$ cat config.mk
export PLATFORM = sky130hd
export DESIGN_NAME = pwm_multi_channel_flat
export DESIGN_NICKNAME = d
export VERILOG_FILES = /design/src/rtl/pwm_multi_channel_pkg.sv /design/src/rtl/pwm_multi_channel_if.sv /design/src/rtl/pwm_multi_channel_timebase.sv /design/src/rtl/pwm_multi_channel.sv /design/src/flat_wrapper.sv
export SDC_FILE = /design/constraint.sdc
export NUM_CORES = 1
export LEC_CHECK = 0
export CORE_ASPECT_RATIO = 0.5
export CORE_MARGIN = 5
export CORE_UTILIZATION = 35
export CTS_CLUSTER_SIZE = 25
export DETAILED_ROUTE_END_ITERATION = 10
export MAX_ROUTING_LAYER = met4
export SETUP_SLACK_MARGIN = 0.05
export SKIP_LAST_GASP = 1
export SLEW_MARGIN = 20
export SYNTH_ARGS = -nofsm -noshare
export SYNTH_HDL_FRONTEND = slang
export SYNTH_SLANG_ARGS = --single-unit
$ cat constraint.sdc
create_clock -name clk -period 4.6 [get_ports clk]
set_clock_uncertainty 0.1 [all_clocks]
set_input_delay 0.46 -clock clk [delete_from_list [all_inputs] [get_ports clk]]
set_output_delay 0.46 -clock clk [all_outputs]
set_load 0.02 [all_outputs]
$ cat src/rtl/pwm_multi_channel_pkg.sv
// Shared types and default widths for the multi-channel PWM generator.
package pwm_multi_channel_pkg;

  localparam int unsigned DEF_N_CH    = 4;
  localparam int unsigned DEF_CNT_W   = 8;
  localparam int unsigned DEF_PRESC_W = 8;

  typedef enum logic {PWM_EDGE, PWM_CENTER} pwm_mode_e;
  typedef enum logic {DIR_UP, DIR_DOWN} pwm_dir_e;

endpackage

$ cat src/rtl/pwm_multi_channel_if.sv
// Control/pin bundle between the register block and the PWM generator.
interface pwm_multi_channel_if #(
  parameter int unsigned N_CH    = 4,
  parameter int unsigned CNT_W   = 8,
  parameter int unsigned PRESC_W = 8
);

  logic                    en;
  logic                    center_mode;
  logic [PRESC_W-1:0]      prescale;
  logic [CNT_W-1:0]        period;
  logic [N_CH*CNT_W-1:0]   duty;
  logic [N_CH-1:0]         polarity;
  logic [N_CH-1:0]         pwm;
  logic                    period_tick;

  // Control side: drives configuration, observes pins.
  modport master (
    output en, center_mode, prescale, period, duty, polarity,
    input  pwm, period_tick
  );

  // Generator side.
  modport slave (
    input  en, center_mode, prescale, period, duty, polarity,
    output pwm, period_tick
  );

endinterface

$ cat src/rtl/pwm_multi_channel_timebase.sv
// Shared timebase: prescaler, up/down period counter and shadow-load strobe.
module pwm_multi_channel_timebase
  import pwm_multi_channel_pkg::*;
#(
  parameter int unsigned CNT_W   = DEF_CNT_W,
  parameter int unsigned PRESC_W = DEF_PRESC_W
) (
  input  logic               clk,
  input  logic               rst,
  input  logic               en,
  input  logic [PRESC_W-1:0] prescale_sh,
  input  logic [CNT_W-1:0]   period_sh,
  input  pwm_mode_e          mode_sh,
  output logic [CNT_W-1:0]   cnt,
  output logic               run,
  output logic               load_c
);

  logic [PRESC_W-1:0] presc;
  pwm_dir_e           dir;
  logic               tick_c;
  logic               wrap_c;

  assign tick_c = (presc == prescale_sh);

  // Last count of the current period: the next tick starts a new one.
  always_comb begin
    wrap_c = 1'b0;
    if (period_sh == '0) begin
      wrap_c = 1'b1;
    end else if (mode_sh == PWM_EDGE) begin
      wrap_c = (cnt == period_sh);
    end else if (dir == DIR_DOWN) begin
      wrap_c = (cnt == CNT_W'(1));
    end else begin
      // period of one in center mode never turns down: sequence 0,1,0
      wrap_c = (cnt == period_sh) && (period_sh == CNT_W'(1));
    end
  end

  // First enabled clock is always a boundary so the shadows start from the inputs.
  assign load_c = en && (!run || (tick_c && wrap_c));

  // Prescaler, counter and direction state.
  always_ff @(posedge clk) begin
    if (rst) begin
      presc <= '0;
      cnt   <= '0;
      dir   <= DIR_UP;
      run   <= 1'b0;
    end else if (!en) begin
      presc <= '0;
      cnt   <= '0;
      dir   <= DIR_UP;
      run   <= 1'b0;
    end else if (load_c) begin
      presc <= '0;
      cnt   <= '0;
      dir   <= DIR_UP;
      run   <= 1'b1;
    end else if (tick_c) begin
      presc <= '0;
      if (mode_sh == PWM_EDGE) begin
        cnt <= cnt + CNT_W'(1);
      end else if (dir == DIR_UP) begin
        if (cnt == period_sh) begin
          dir <= DIR_DOWN;
          cnt <= cnt - CNT_W'(1);
        end else begin
          cnt <= cnt + CNT_W'(1);
        end
      end else begin
        cnt <= cnt - CNT_W'(1);
      end
    end else begin
      presc <= presc + PRESC_W'(1);
    end
  end

endmodule

$ cat src/rtl/pwm_multi_channel.sv
// Multi-channel PWM: shared timebase, shadowed configuration, per-channel compare.
module pwm_multi_channel
  import pwm_multi_channel_pkg::*;
#(
  parameter int unsigned N_CH    = DEF_N_CH,
  parameter int unsigned CNT_W   = DEF_CNT_W,
  parameter int unsigned PRESC_W = DEF_PRESC_W
) (
  input  logic               clk,
  input  logic               rst,
  pwm_multi_channel_if.slave bus
);

  logic [PRESC_W-1:0]    prescale_sh;
  logic [CNT_W-1:0]      period_sh;
  logic [N_CH*CNT_W-1:0] duty_sh;
  logic [N_CH-1:0]       pol_sh;
  pwm_mode_e             mode_sh;

  logic [CNT_W-1:0]      cnt;
  logic                  run;
  logic                  load_c;
  logic [N_CH-1:0]       raw_c;
  logic [N_CH-1:0]       pwm_q;
  logic                  period_tick_q;

  pwm_multi_channel_timebase #(
    .CNT_W   (CNT_W),
    .PRESC_W (PRESC_W)
  ) u_timebase (
    .clk         (clk),
    .rst         (rst),
    .en          (bus.en),
    .prescale_sh (prescale_sh),
    .period_sh   (period_sh),
    .mode_sh     (mode_sh),
    .cnt         (cnt),
    .run         (run),
    .load_c      (load_c)
  );

  // Shadow registers: only move at a period boundary so a period is never altered mid-way.
  always_ff @(posedge clk) begin
    if (rst) begin
      prescale_sh <= '0;
      period_sh   <= '0;
      duty_sh     <= '0;
      pol_sh      <= '0;
      mode_sh     <= PWM_EDGE;
    end else if (load_c) begin
      prescale_sh <= bus.prescale;
      period_sh   <= bus.period;
      duty_sh     <= bus.duty;
      pol_sh      <= bus.polarity;
      mode_sh     <= pwm_mode_e'(bus.center_mode);
    end
  end

  // Per-channel compare against the shared counter.
  for (genvar i = 0; i < int'(N_CH); i++) begin : g_ch
    assign raw_c[i] = (cnt < duty_sh[i*CNT_W +: CNT_W]);
  end

  // Output flops; idle (and the start clock) shows the live inactive level.
  always_ff @(posedge clk) begin
    if (rst) begin
      pwm_q <= '0;
    end else if (!bus.en || !run) begin
      pwm_q <= bus.polarity;
    end else begin
      pwm_q <= raw_c ^ pol_sh;
    end
  end

  // One-cycle pulse after each shadow load.
  always_ff @(posedge clk) begin
    if (rst) begin
      period_tick_q <= 1'b0;
    end else begin
      period_tick_q <= load_c;
    end
  end

  assign bus.pwm         = pwm_q;
  assign bus.period_tick = period_tick_q;

endmodule
$ cat src/flat_wrapper.sv
// flat-port wrapper written by rule: the top's interface ports become plain ports
module pwm_multi_channel_flat import pwm_multi_channel_pkg::*;
#(
  parameter int unsigned N_CH    = DEF_N_CH,
  parameter int unsigned CNT_W   = DEF_CNT_W,
  parameter int unsigned PRESC_W = DEF_PRESC_W
)
  (clk, rst, bus_en, bus_center_mode, bus_prescale, bus_period, bus_duty, bus_polarity, bus_pwm, bus_period_tick);
  pwm_multi_channel_if #(.N_CH(N_CH), .CNT_W(CNT_W), .PRESC_W(PRESC_W)) bus_i ();
  input  logic clk;
  input  logic rst;
  input wire logic [$bits(bus_i.en)-1:0] bus_en;
  input wire logic [$bits(bus_i.center_mode)-1:0] bus_center_mode;
  input wire logic [$bits(bus_i.prescale)-1:0] bus_prescale;
  input wire logic [$bits(bus_i.period)-1:0] bus_period;
  input wire logic [$bits(bus_i.duty)-1:0] bus_duty;
  input wire logic [$bits(bus_i.polarity)-1:0] bus_polarity;
  output wire logic [$bits(bus_i.pwm)-1:0] bus_pwm;
  output wire logic [$bits(bus_i.period_tick)-1:0] bus_period_tick;
  assign bus_i.en = bus_en;
  assign bus_i.center_mode = bus_center_mode;
  assign bus_i.prescale = bus_prescale;
  assign bus_i.period = bus_period;
  assign bus_i.duty = bus_duty;
  assign bus_i.polarity = bus_polarity;
  assign bus_pwm = bus_i.pwm;
  assign bus_period_tick = bus_i.period_tick;
  pwm_multi_channel #(.N_CH(N_CH), .CNT_W(CNT_W), .PRESC_W(PRESC_W)) u_core (.clk(clk), .rst(rst), .bus(bus_i));
endmodule
==> results by group <==
Status
  • Status: completed

Global route
  • Gr usage total: 13.4%
  • GR Overflow Total: 0
  • Vias in the first global route: 3469
  • Initial antenna violation count: 0
  • First-pass GRT wire length: 16800 um
  • Largest net degree at the start of global routing: 69

Setup path
  • Crit path buf inv count: 1
  • Crit end category: flop
  • CP delay by family, top: simple AND/OR/NAND/NOR gates
  • Req. time, crit path: 4.76 ns
  • Setup CP Type: reg -> reg
  • CP Depth: 7
  • Worst setup SP type: flop
  • Slowest-stage cell, CP: buf_4
  • Slowest stage delay, CP: 0.65 ns
  • Cells along the critical path: xnor2_1, nand4_1, nor2_2, a31oi_4, a21boi_4, buf_4, mux2i_1
  • CP Data Arrival Time: 3.32 ns
  • Worst R2R Path Depth: 7
  • Critical path fanouts, max: 53

Timing
  • Relative slew slack: 37.3%
  • Final hold vios: 0
  • Period Utilization, post-route: 68.8%
  • Final setup viols: 0
  • RSZ-0062 raised after global routing: no
  • Worst slew pin tran: 0.941 ns
  • Fin Setup TNS: 0 ns
  • Fmax: 316 MHz
  • Final Max Tran Viols: 0
  • Crit path time final: 3.16 ns

Yosys
  • Flops & latches, synth: 76
  • Syn Nets: 588
  • Share of flip-flops with an asynchronous set or reset: 0%
  • Post-synthesis cell type count: 42
  • Cell Area, Synth: 4600 um^2
  • Synth Flop Type: dfxtp_1
  • Post-synthesis sequential area ratio: 33.1%
  • Cell count after synthesis: 500
  • Syn Area/Cell: 9.20 um^2
  • Number of synthesized flops with an enable pin: 0
  • Yosys Warn Count: 0

Finish
  • Commonest cells after routing, fill and taps aside: nand2b_1, dfxtp_1, mux2i_1, clkdlybuf4s50_1, ha_1
  • N_diodes: 0
  • Utilization after layout: 43.3%
  • FILL cells: 1284
  • Area delta synth->final: 20.1%
  • Fin cells: 720
  • Commonest non-fill, non-tap cell in the layout: nand2b_1
  • Layout cells sized above 1: 4.91%
  • Final instance area: 5530 um^2
  • Fin nets: 633

Placement
  • GPL Wtd Cong: 0.799
  • PortBufs: 60
  • HPWL Detailed: 6680 um
  • DP Cell Count: 704
  • Dpl cell area: 5230 um^2

Hold path
  • Worst Hold Path Cells: 2
  • Hold Path Class: reg -> reg

Clock network
  • Clk_lat worst skew: 0.34 ns
  • Post_cts resized: 0
  • Post-CTS Setup Inserts: 0
  • Worst-path clk slew: 0.06 ns
  • # hold bufs at CTS: 0
  • CTS tree: built
  • Clock sinks: 76
  • H-tree depth: 3
  • Clk buf depth: 2
  • CTS root buf: clkbuf_16
  • CTS buffer count: 9

Power and ir drop
  • Clock power frac: 42.0%
  • LEAKAGE: 2.12 nW
  • Comb pwr share: 15.9%
  • Net Sw Frac: 25.1%
  • Pint: 1.29 mW
  • Share of power burned in registers: 42.1%
  • Reported net switching power: 0.432 mW
  • Peak VDD IR: 0.149 mV
  • Pwr/cell area: 311 nW/um^2

Floorplan
  • DIE HEIGHT: 91.1 um
  • Initial core utilization: 36.0%
  • Ports: 61
  • Die X: 172 um
  • Die area: 15700 um^2
  • Core area: 12800 um^2
  • Core Rows: 29

Routing
  • DR vias/cell: 4.60
  • Router iterations before antenna repair: 4
  • DR iter-0 viols: 126
  • Vias: 3314
  • DRC viols: 0
  • Drt total wl: 9760 um
  • Antenna-violating nets left: 0
  • WL per Instance: 13.6 um

Run
  • Max cap viols: 0
## cells in the mapped netlist (5+ instances only)
cell	n	area share [%]
ha_1	32	8.7
nand4_1	11	1.5
xor2_1	5	0.95
nand3_1	15	1.6
xnor2_1	19	3.6
nand2b_1	111	15
a21oi_1	12	1.3
nor2_1	19	1.5
buf_12	5	2.2
dfxtp_1	76	33
nand2_1	8	0.65
mux2i_1	60	13
nand3b_1	12	2.0
clkbuf_1	17	1.4
a21o_1	6	0.98
o21ai_0	11	1.2
inv_1	31	2.5
## cell type report
class,instances,area (um^2),area share (%)
sequential,76,1520,27.5
inverter,31,116,2.10
clock buffer,11,253,4.57
clock inverter,5,50.0,0.905
multi-input combinational,365,2770,50.0
tap,170,213,3.85
timing repair buffer,62,611,11.0
## power by group through the flow
stage	sequential (mW)	combinational (mW)	clock, mW
3_3_place_gp	0.738	0.272	0
5_1_grt	0.729	0.307	0.766
2_1_floorplan	0.733	0.202	0
4_1_cts	0.724	0.277	0.741
6_report	0.724	0.273	0.722
3_5_place_dp	0.738	0.276	0
## sequential cells by signal, summed over array words and instances, names as in the netlist
signal	count
u_core.duty_sh	32
u_core.period_sh	8
u_core.prescale_sh	8
u_core.u_timebase.cnt	8
u_core.u_timebase.presc	8
u_core.bus.pwm	4
u_core.pol_sh	4
u_core.bus.period_tick	1
u_core.mode_sh	1
u_core.u_timebase.dir	1
u_core.u_timebase.run	1
## worst paths after layout
check             slack [ns]                               to                                   from
hold reg to reg         0.37  u_core.duty_sh[31]$_SDFFE_PP0P_        u_core.duty_sh[31]$_SDFFE_PP0P_
hold / removal          0.37  u_core.duty_sh[31]$_SDFFE_PP0P_        u_core.duty_sh[31]$_SDFFE_PP0P_
setup / recovery        1.44    u_core.pol_sh[1]$_SDFFE_PP0P_  u_core.u_timebase.presc[1]$_SDFF_PP0_
setup reg to reg        1.44    u_core.pol_sh[1]$_SDFFE_PP0P_  u_core.u_timebase.presc[1]$_SDFF_PP0_
## per-layer routing
layer  vias to the layer above  part of all wire, %  GRT usage [%]
met3                         9                  2.6           3.12
li1                       1780                    -              -
met4                         0                  1.1           3.53
met2                        40                   43           19.8
met5                         -                    0              -
met1                      1485                   53           18.5
## per-stage QoR
step	hold slack, ns	setup slack, ns	power [mW]
finish	0.370	1.44	1.72
detailed placement	0.361	1.44	1.01
global route	0.391	1.18	1.80
CTS	0.376	1.43	1.74
floorplan	0.349	2.58	0.935
global placement	0.360	1.53	1.01
## kinds of logic (layout without fill, tap and decap cells)
family,Yosys count,in the layout,share of synthesized area (%)
AND/OR/NAND/NOR,205,205,27.3
AO/OA/AOI/OAI,44,44,6.31
buffers and inverters,59,109,7.01
multiplexers,60,60,13.1
flip-flops,76,76,33.1
adder cells (fa/ha/maj),32,32,8.70
XOR/XNOR,24,24,4.57
## worst min-delay path, cell delays in order, from the launching register on
cell	delay, ns
dfxtp_1	0.31
nand2b_1	0.06
mux2i_1	0.06
Note: power is estimated with default switching activity, not from simulation.
